$ cat src/rtl/quiz_round_controller.sv
// -----------------------------------------------------------------------------
// quiz_round_controller
//
// Sequences one fastest-finger quiz round. The round runs through four steps:
// an arming countdown that locks out false starters, then arbitration of the
// first fresh buzzer press among eligible players, then a timed answer window
// for the winner, then the host's judgement. After a wrong answer or a
// timeout, the round re-opens to the players who are still eligible.
//
// Ports
//   clk, rst        clock; asynchronous active-high reset
//   buzzer          buzzer levels, already synchronised to clk
//   round_start     host pulse: start a round (honoured in IDLE and DONE)
//   round_abort     host pulse: abandon the round (highest priority)
//   judge_valid     host judgement strobe (honoured in ANSWER)
//   judge_correct   judgement value, qualified by judge_valid
//   state           0 IDLE, 1 COUNTDOWN, 2 ARMED, 3 ANSWER, 4 DONE
//   armed           high while state == ARMED
//   winner_onehot   player currently answering, or the player who won
//   winner_id       binary index of winner_onehot
//   lockout         players excluded from the rest of this round
//   answer_timer    remaining answer cycles
//   timeout_pulse   one cycle when the answer window expires unjudged
//   round_done      one cycle on entry to DONE
//   round_won       level in DONE: the round ended on a correct answer
//
// Every output comes straight from a register.
// -----------------------------------------------------------------------------
module quiz_round_controller #(
   parameter int N_PLAYERS     = 4,
   parameter int ARM_DELAY     = 16,
   parameter int ANSWER_CYCLES = 1000,
   parameter int TW            = 16,
   localparam int IDW          = $clog2(N_PLAYERS)
) (
   input  logic                 clk,
   input  logic                 rst,
   input  logic [N_PLAYERS-1:0] buzzer,
   input  logic                 round_start,
   input  logic                 round_abort,
   input  logic                 judge_valid,
   input  logic                 judge_correct,
   output logic [2:0]           state,
   output logic                 armed,
   output logic [N_PLAYERS-1:0] winner_onehot,
   output logic [IDW-1:0]       winner_id,
   output logic [N_PLAYERS-1:0] lockout,
   output logic [TW-1:0]        answer_timer,
   output logic                 timeout_pulse,
   output logic                 round_done,
   output logic                 round_won
);

   typedef enum logic [2:0] {
      S_IDLE      = 3'd0,
      S_COUNTDOWN = 3'd1,
      S_ARMED     = 3'd2,
      S_ANSWER    = 3'd3,
      S_DONE      = 3'd4
   } state_t;

   // registered state
   state_t               r_state;
   logic                 r_armed;
   logic [N_PLAYERS-1:0] r_winner;
   logic [IDW-1:0]       r_winner_id;
   logic [N_PLAYERS-1:0] r_lockout;
   logic [TW-1:0]        r_count;
   logic [TW-1:0]        r_answer_timer;
   logic                 r_timeout;
   logic                 r_done;
   logic                 r_round_won;
   logic [N_PLAYERS-1:0] r_buzz_q;
   logic [IDW-1:0]       r_rr_ptr;

   // next-state values
   state_t               w_state_next;
   logic [N_PLAYERS-1:0] w_winner_next;
   logic [IDW-1:0]       w_winner_id_next;
   logic [N_PLAYERS-1:0] w_lockout_next;
   logic [TW-1:0]        w_count_next;
   logic [TW-1:0]        w_answer_next;
   logic                 w_timeout_next;
   logic                 w_done_next;
   logic                 w_round_won_next;
   logic [IDW-1:0]       w_rr_next;

   // press detection and arbitration
   logic [N_PLAYERS-1:0] w_press;
   logic [N_PLAYERS-1:0] w_cand;
   logic [N_PLAYERS-1:0] w_pick_onehot;
   logic [IDW-1:0]       w_pick_id;
   logic [IDW-1:0]       w_pick_succ;
   logic                 w_found;
   int                   w_idx;

   // Only a rising edge counts as a press; a held button never re-triggers.
   generate
      for (genvar gi = 0; gi < N_PLAYERS; gi++) begin : g_player
         assign w_press[gi]       = buzzer[gi] & ~r_buzz_q[gi];
         assign w_pick_onehot[gi] = w_found && (w_pick_id == IDW'(gi));
      end
   endgenerate

   assign w_cand = w_press & ~r_lockout;

   // Round-robin arbitration: scan cyclically from r_rr_ptr and take the
   // first eligible press.
   always_comb begin
      w_found   = 1'b0;
      w_pick_id = '0;
      w_idx     = 0;
      for (int k = 0; k < N_PLAYERS; k++) begin
         w_idx = int'(r_rr_ptr) + k;
         if (w_idx >= N_PLAYERS) begin
            w_idx = w_idx - N_PLAYERS;
         end
         if (!w_found && w_cand[IDW'(w_idx)]) begin
            w_found   = 1'b1;
            w_pick_id = IDW'(w_idx);
         end
      end
   end

   assign w_pick_succ = (w_pick_id == IDW'(N_PLAYERS - 1)) ? '0 : w_pick_id + IDW'(1);

   // next-state logic
   always_comb begin
      w_state_next     = r_state;
      w_winner_next    = r_winner;
      w_winner_id_next = r_winner_id;
      w_lockout_next   = r_lockout;
      w_count_next     = r_count;
      w_answer_next    = r_answer_timer;
      w_timeout_next   = 1'b0;
      w_done_next      = 1'b0;
      w_round_won_next = r_round_won;
      w_rr_next        = r_rr_ptr;

      if (round_abort) begin
         w_state_next     = S_IDLE;
         w_winner_next    = '0;
         w_winner_id_next = '0;
         w_lockout_next   = '0;
         w_count_next     = '0;
         w_answer_next    = '0;
         w_round_won_next = 1'b0;
      end else begin
         case (r_state)
            S_IDLE: begin
               if (round_start) begin
                  w_state_next   = S_COUNTDOWN;
                  w_lockout_next = '0;
                  w_count_next   = TW'(ARM_DELAY - 1);
               end
            end

            S_COUNTDOWN: begin
               // Any press before the buzzers go live is a false start.
               w_lockout_next = r_lockout | w_press;
               if (r_count == '0) begin
                  if (&w_lockout_next) begin
                     w_state_next     = S_DONE;
                     w_done_next      = 1'b1;
                     w_round_won_next = 1'b0;
                  end else begin
                     w_state_next = S_ARMED;
                  end
               end else begin
                  w_count_next = r_count - TW'(1);
               end
            end

            S_ARMED: begin
               if (w_found) begin
                  w_state_next     = S_ANSWER;
                  w_winner_next    = w_pick_onehot;
                  w_winner_id_next = w_pick_id;
                  w_answer_next    = TW'(ANSWER_CYCLES - 1);
                  w_rr_next        = w_pick_succ;
               end
            end

            S_ANSWER: begin
               if (judge_valid && judge_correct) begin
                  w_state_next     = S_DONE;
                  w_done_next      = 1'b1;
                  w_round_won_next = 1'b1;
               end else if (judge_valid || (r_answer_timer == '0)) begin
                  // A judgement in the expiry cycle takes precedence, so the
                  // timeout only fires when no judgement was given.
                  w_timeout_next   = ~judge_valid;
                  w_lockout_next   = r_lockout | r_winner;
                  w_winner_next    = '0;
                  w_winner_id_next = '0;
                  if (&w_lockout_next) begin
                     w_state_next     = S_DONE;
                     w_done_next      = 1'b1;
                     w_round_won_next = 1'b0;
                  end else begin
                     w_state_next = S_ARMED;
                  end
               end else begin
                  w_answer_next = r_answer_timer - TW'(1);
               end
            end

            S_DONE: begin
               if (round_start) begin
                  w_state_next     = S_COUNTDOWN;
                  w_lockout_next   = '0;
                  w_winner_next    = '0;
                  w_winner_id_next = '0;
                  w_round_won_next = 1'b0;
                  w_count_next     = TW'(ARM_DELAY - 1);
               end
            end

            default: begin
               w_state_next = S_IDLE;
            end
         endcase
      end
   end

   // state register
   always_ff @(posedge clk or posedge rst) begin
      if (rst) begin
         r_state        <= S_IDLE;
         r_armed        <= 1'b0;
         r_winner       <= '0;
         r_winner_id    <= '0;
         r_lockout      <= '0;
         r_count        <= '0;
         r_answer_timer <= '0;
         r_timeout      <= 1'b0;
         r_done         <= 1'b0;
         r_round_won    <= 1'b0;
         r_buzz_q       <= '0;
         r_rr_ptr       <= '0;
      end else begin
         r_state        <= w_state_next;
         r_armed        <= (w_state_next == S_ARMED);
         r_winner       <= w_winner_next;
         r_winner_id    <= w_winner_id_next;
         r_lockout      <= w_lockout_next;
         r_count        <= w_count_next;
         r_answer_timer <= w_answer_next;
         r_timeout      <= w_timeout_next;
         r_done         <= w_done_next;
         r_round_won    <= w_round_won_next;
         r_buzz_q       <= buzzer;
         r_rr_ptr       <= w_rr_next;
      end
   end

   assign state         = r_state;
   assign armed         = r_armed;
   assign winner_onehot = r_winner;
   assign winner_id     = r_winner_id;
   assign lockout       = r_lockout;
   assign answer_timer  = r_answer_timer;
   assign timeout_pulse = r_timeout;
   assign round_done    = r_done;
   assign round_won     = r_round_won;

endmodule

$ cat config.mk
export PLATFORM = sky130hd
export DESIGN_NAME = quiz_round_controller
export DESIGN_NICKNAME = d
export VERILOG_FILES = /design/src/rtl/quiz_round_controller.sv
export SDC_FILE = /design/constraint.sdc
export NUM_CORES = 1
export LEC_CHECK = 0
export ABC_CLOCK_PERIOD_IN_PS = 3900
export CAP_MARGIN = 20
export CORE_UTILIZATION = 55
export CTS_CLUSTER_DIAMETER = 120
export DETAILED_ROUTE_END_ITERATION = 10
export PLACE_DENSITY = 0.88
export SLEW_MARGIN = 0
export SYNTH_ARGS = -nofsm -noshare
export SYNTH_HDL_FRONTEND = slang
export SYNTH_SLANG_ARGS = --single-unit
$ cat constraint.sdc
create_clock -name clk -period 3.9 [get_ports clk]
set_input_delay 0.39 -clock clk [delete_from_list [all_inputs] [get_ports clk]]
set_output_delay 0.39 -clock clk [all_outputs]
set_load 0.005 [all_outputs]
==> results of run 1 <==
-- power groups by stage --
| stage | clock, W | combinational (W) | sequential, W |
|---|---|---|---|
| 5_1_grt | 0.000344 | 0.000337 | 0.000662 |
| 3_5_place_dp | 0 | 0.000296 | 0.000664 |
| 4_1_cts | 0.000324 | 0.000299 | 0.000653 |
| 2_1_floorplan | 0 | 0.000224 | 0.000650 |
| 3_3_place_gp | 0 | 0.000286 | 0.000662 |
| 6_report | 0.000321 | 0.000300 | 0.000655 |
-- stage by stage --
stage               instance area, sq um  utilization, %  hold slack (ns)  instances  worst slack (ns)
floorplan                           3171               -           0.4214        340             1.325
global placement                    3616           65.27           0.4981        440             1.179
detailed placement                  3616           65.27           0.5002        440             1.128
CTS                                 3704           66.85           0.5261        447             1.164
global route                        3704           66.85           0.5458        447             1.024
finish                              3704           66.85           0.5027        447             1.141
-- synth_stat cells (all sizes together) (5+ instances only) --
| cell type | count | area [sq um] |
|---|---|---|
| or2 | 5 | 31.28 |
| a21oi | 27 | 138.9 |
| inv | 19 | 71.32 |
| nor4 | 7 | 43.79 |
| a211oi | 6 | 45.04 |
| o22ai | 6 | 37.54 |
| clkbuf | 12 | 45.04 |
| nor3 | 6 | 30.03 |
| a311oi | 5 | 43.79 |
| nor2b | 7 | 43.79 |
| nor3b | 6 | 45.04 |
| o21ai | 21 | 105.1 |
| or4 | 7 | 65.06 |
| nor2 | 24 | 90.09 |
| dfrtp | 55 | 1376 |
| ha | 6 | 75.07 |
| nand2 | 22 | 82.58 |
| and3 | 5 | 31.28 |
| or3 | 13 | 82.58 |
| or3b | 6 | 52.55 |
| a31oi | 8 | 50.05 |
-- worst reg2reg max path: stages, from the launching register on --
cell	delay, ns
dfrtp_1	0.43
inv_1	0.09
ha_1	0.19
or3b_2	0.52
o41a_4	0.54
a21oi_1	0.16
o31a_1	0.35
mux2_1	0.35
-- worst max path at each step --
stage	from	to	slack, ns	cells past startpoint
4_1_cts	answer_timer[0]	winner_id[1]	1.16	7
6_report	answer_timer[0]	winner_id[1]	1.14	7
3_3_place_gp	buzzer[0]	r_rr_ptr[1]	1.18	7
5_1_grt	answer_timer[0]	answer_timer[10]	1.02	7
3_5_place_dp	buzzer[0]	r_rr_ptr[1]	1.13	7
2_1_floorplan	answer_timer[0]	winner_id[1]	1.32	9
-- state kept, by name, indices dropped and copies added, names as in the netlist --
register / count
round_done: 1
timeout_pulse: 1
round_won: 1
r_rr_ptr: 2
winner_onehot: 4
r_buzz_q: 4
state: 3
winner_id: 2
armed: 1
answer_timer: 16
lockout: 4
r_count: 16
-- placed cells by master (no fill, tap or decap), types with 7 or more instances in the layout --
cell,synthesis,final
a21oi_1,26,26
nor2_1,24,24
nand2_1,22,22
o21ai_0,20,20
inv_1,19,18
nor4_1,7,7
clkdlybuf4s50_1,0,42
nor2b_1,7,7
or3_1,12,12
a31oi_1,8,8
dfrtp_1,55,55
-- cells by family (layout without fill, tap and decap cells) --
logic type,after synthesis,count (layout),share of synthesized area (%)
xor+xnor,2,2,0.5526
simple gates,127,127,23.24
compound gates,109,109,23.68
buf+inv,35,70,4.775
flops,55,55,43.41
fa+ha+maj,6,6,2.368
mux,6,6,1.973
-- routing by layer --
layer | GRT usage [%] | vias to the layer above
li1 | - | 1342
met1 | 33.21 | 1372
met2 | 43.81 | 95
met3 | 4.235 | 16
met4 | 8.889 | 0
met5 | 0 | -
-- cell type report --
cell class	count	area share, %
multi-input cells	250	44.36
well taps	72	2.432
inverters	19	1.926
clock inverters	1	0.1351
flip-flops and latches	55	37.16
repair buffers	44	11.76
clock buffers	6	2.230
==> results.yml, run 1 <==
placement:
  routabilityCongestion: 0.9015
  dpl.hpwl_um: 5228
  numPortBuffers: 42
power:
  p_int_w: 0.0008800
  p_total_w: 0.001275
  ir_worst_vdd_v: 0.0002256
  p_switching_w: 0.0003953
  sw_frac_of_total_pct: 31.00
  combPwrFrac_pct: 23.5
  pwr-share-seq_pct: 51.4
  power_density_mw_per_mm2: 344.4
  power_frac_clock_pct: 25.2
  leakagePower_nw: 1.599
floorplan:
  start_util_pct: 57.23
  rows: 27
  core_sq_mm: 0.005540
  ioPinCount: 43
  die_height_um: 77.93
  die_w_um: 77.93
  die_area_sq_mm: 0.006072
clocking:
  path_clk_slew_ns: 0.10
  clock_path_buffers: 2
  postCtsSetupBuffers: 0
  insertion_delay_ns: 0.31
  cts_tree: "done"
  cts_resized: 0
  numCtsBuffers: 5
  htreeDepth: 2
  cts_sinks: 55
  root_buffer: "clkbuf_8"
  cts_hold_buffers: 0
routing:
  drtPass1Iterations: 4
  routed_wl_um: 7355
  viasPerCell: 6.320
  wl_met1_um: 3275
  vias: 2825
  drt_iter0_drc: 219
  ant_nets: 0
  wl_per_cell_um: 16.45
  drc: 0
  wl_met3_um: 325
  top_layer: "met4"
  wl_met2_um: 3621
critical_path:
  crit_arrival_ns: 2.95
  rrSetupSlack_ns: 1.14
  path_buf_inv: 1
  path_cells: "inv_1 -> ha_1 -> or3b_2 -> o41a_4 -> a21oi_1 -> o31a_1 -> mux2_1"
  critPathTopFamily: "compound AO/OA/AOI/OAI gates"
  end_kind: "register"
  critPathRequiredTime_ns: 4.09
  critPathKind: "reg2reg"
  cp-start-kind: "register"
  rr_worst_depth: 7
  r2r-start: "answer_timer[0]"
  worstReg2RegEnd: "winner_id[1]"
  cpPeakStageDelay_ns: 0.54
  worst_path_max_delay_cell: "o41a_4"
  critPathMaxFanout: 8
synth:
  ys_ff_latch: 55
  synth-edff-count: 0
  yosysSeqAreaShare_pct: 43.41
  synthesis.area_sq_mm: 0.003171
  synth_fp_nets: 356
  synthCells: 340
  async_reset_ff_share_pct: 100.0
  avgSynthCellArea_sq_um: 9.325
  ys_types: 68
  synth_flop_cell: "dfrtp_1"
  yosysWarnings: 0
global_route:
  grt_use_total_pct: 25.74
  grt_antenna_before_repair: 0
  grt_start_max_net_pins: 34
  grt_pass1_wl_um: 12470
  grt_overflow_total: 0
  grt_pass1_vias: 2709
timing:
  layout_min_cycle_time_ns: 2.759
  slew_violations: 0
  fin_crit_sh_pct: 70.75
  clock.fmax_ghz: 0.3624
  finClkSkew_ns: 0.01187
  tns_ns: 0
  max_slew.worst_pin.slew_ns: 0.6884
  rsz0062_at_grt: "no"
  setup_viol: 0
  hold_violations: 0
  relSlewSlack_pct: 54.04
finish:
  layout-drive-gt1-share_pct: 9.600
  fillers: 436
  n_antenna_cell: 0
  final_nets: 391
  seq_area_sq_mm: 0.001376
  syn_to_final_growth_pct: 16.81
  multiInputGateArea_sq_mm: 0.001643
status:
  outcome: "finished, final reports clean"
run:
  maxCapViolCount: 0
worst_hold_path:
  min-delay-path-class: "in2async"
(Power assumes the default switching activity.)
==> run 2, diff against run 1 <==
Settings changed: ABC_CLOCK_PERIOD_IN_PS 3900 to 2300, CORE_UTILIZATION 55 to 50, PLACE_DENSITY 0.88 to 0.85.
Clock period 3.9 ns to 2.3 ns, I/O delays scaled along.
==> results.yml, run 2 (same netlist as run 1, synthesis figures left out) <==
floorplan:
  core_sq_mm: 0.006026
  die_w_um: 81.63
  rows: 28
  die_height_um: 81.63
  die_area_sq_mm: 0.006663
  start_util_pct: 52.62
  ioPinCount: 43
critical_path:
  end_kind: "register"
  worstReg2RegEnd: "winner_onehot[2]"
  worstSetupEndpoint: "winner_onehot[2]"
  cp-start-kind: "register"
  path_cells: "inv_2 -> ha_4 -> or3b_4 -> o41a_4 -> a21oi_2 -> o31a_1 -> buf_6 -> mux2i_2"
  cp-startpoint: "answer_timer[0]"
  cpPeakStageDelay_ns: 0.52
  critPathRequiredTime_ns: 2.53
  r2r-start: "answer_timer[0]"
  crit_arrival_ns: 2.64
  critPathKind: "reg2reg"
  critPathMaxFanout: 6
  worst_path_max_delay_cell: "o41a_4"
  path_buf_inv: 2
  cp.depth: 8
  critPathTopFamily: "compound AO/OA/AOI/OAI gates"
  rrSetupSlack_ns: -0.11
  rr_worst_depth: 8
global_route:
  use_met3_pct: 4.222
  grt_use_total_pct: 26.83
  grt_antenna_before_repair: 0
  gr-usage-met1_pct: 33.62
  busiest_layer: "met2"
  grt_pass1_wl_um: 13790
  grt_pass1_vias: 2994
  grt_start_max_net_pins: 56
  globalRouteMet2Util_pct: 46.17
  grt_overflow_total: 0
routing:
  drt_iter0_drc: 328
  viasPerCell: 6.398
  routed_wl_um: 9228
  vias: 3212
  drtPass1Iterations: 5
  drc: 0
  ant_nets: 0
  wl_per_cell_um: 18.38
timing:
  setup_slack_ns: -0.1054
  relSlewSlack_pct: 59.04
  clock.fmax_ghz: 0.4157
  max_slew.worst_pin.slew_ns: 0.6131
  rsz0062_at_grt: "yes"
  layout_min_cycle_time_ns: 2.405
  tns_ns: -0.7501
  slew_violations: 0
  finClkSkew_ns: 0.01013
  hold_ws_ns: 0.2698
  hold_violations: 0
  fin_crit_sh_pct: 104.6
  setup_viol: 17
finish:
  syn_to_final_growth_pct: 32.91
  n_antenna_cell: 0
  final_cell_mix: "dfrtp_1, buf_4, clkdlybuf4s50_1"
  layout-drive-gt1-share_pct: 24.59
  fillers: 450
  final_core_util_pct: 69.93
  final_nets: 442
  final_common_cell: "dfrtp_1"
  finalInstanceArea_sq_mm: 0.004214
  final_cells: 502
placement:
  placedInstanceArea_sq_mm: 0.003933
  numPortBuffers: 42
  routabilityCongestion: 0.9842
  dpl.hpwl_um: 5994
  dp.cells: 481
clocking:
  path_clk_slew_ns: 0.10
  cts_hold_buffers: 0
  clock_path_buffers: 2
  root_buffer: "clkbuf_8"
  htreeDepth: 2
  cts_sinks: 55
  numCtsBuffers: 5
  cts_tree: "done"
  insertion_delay_ns: 0.32
power:
  power_density_mw_per_mm2: 562.2
  leakagePower_nw: 1.883
  ir_worst_vdd_v: 0.0004053
status:
  outcome: "finished, violations left"
  violations: "negative setup slack"
worst_hold_path:
  min-delay-path-class: "in2async"
run:
  maxCapViolCount: 0
[run 2: area by class of cell]
cell class	instances	area, sq um	share of cell area [%]
Clock buffer	7	96.34	2.286
Clock inverter	1	7.507	0.1781
Multi-Input combinational cell	252	1745	41.42
Timing Repair Buffer	93	823.3	19.54
Inverter	19	71.32	1.692
Tap cell	75	93.84	2.227
Sequential cell	55	1376	32.66
[run 2: how the worst min path moves through the flow]
stage                 start              end  slack (ns)  cells past startpoint
2_1_floorplan     buzzer[0]      r_buzz_q[0]        0.26                      0
3_3_place_gp   winner_id[1]     winner_id[1]        0.52                      1
3_5_place_dp     r_count[1]       r_count[1]        0.52                      1
4_1_cts                 rst       r_count[5]        0.29                      3
5_1_grt                 rst       r_count[5]        0.33                      3
6_report                rst  answer_timer[7]        0.27                      3
[run 2: metal layers]
metal  routed length, um  part of all wire [%]
met5                   0                     0
met4                 258                   2.8
met3                 606                   6.6
met2                4539                    49
met1                3823                    41
[run 2: what timing repair did]
item,4_1_cts,5_1_grt
buffers inserted,2,9
gates resized for setup,3,16
gates cloned,0,2
endpoints found under the setup margin,8,37
pin swaps,2,7
[run 2: worst reg2reg max path: stages, from the launching register on]
cell     delay, ns
dfrtp_1       0.41
inv_2         0.10
ha_4          0.15
or3b_4        0.42
o41a_4        0.52
a21oi_2       0.16
o31a_1        0.20
buf_6         0.15
mux2i_2       0.22
[run 2: per-stage QoR]
stage | power (W) | setup WS (ns)
5_1_grt | 0.002478 | -0.2040
3_5_place_dp | 0.001713 | -0.1232
2_1_floorplan | 0.001487 | -0.01498
6_report | 0.002369 | -0.1054
3_3_place_gp | 0.001679 | -0.04168
4_1_cts | 0.002312 | 0.002853
[run 2: power by group]
| group | switching (W) | total, W | internal, W |
|---|---|---|---|
| combinational | 0.000338 | 0.000654 | 0.000316 |
| clock | 0.000332 | 0.000607 | 0.000275 |
| sequential | 0.0000802 | 0.00111 | 0.00103 |
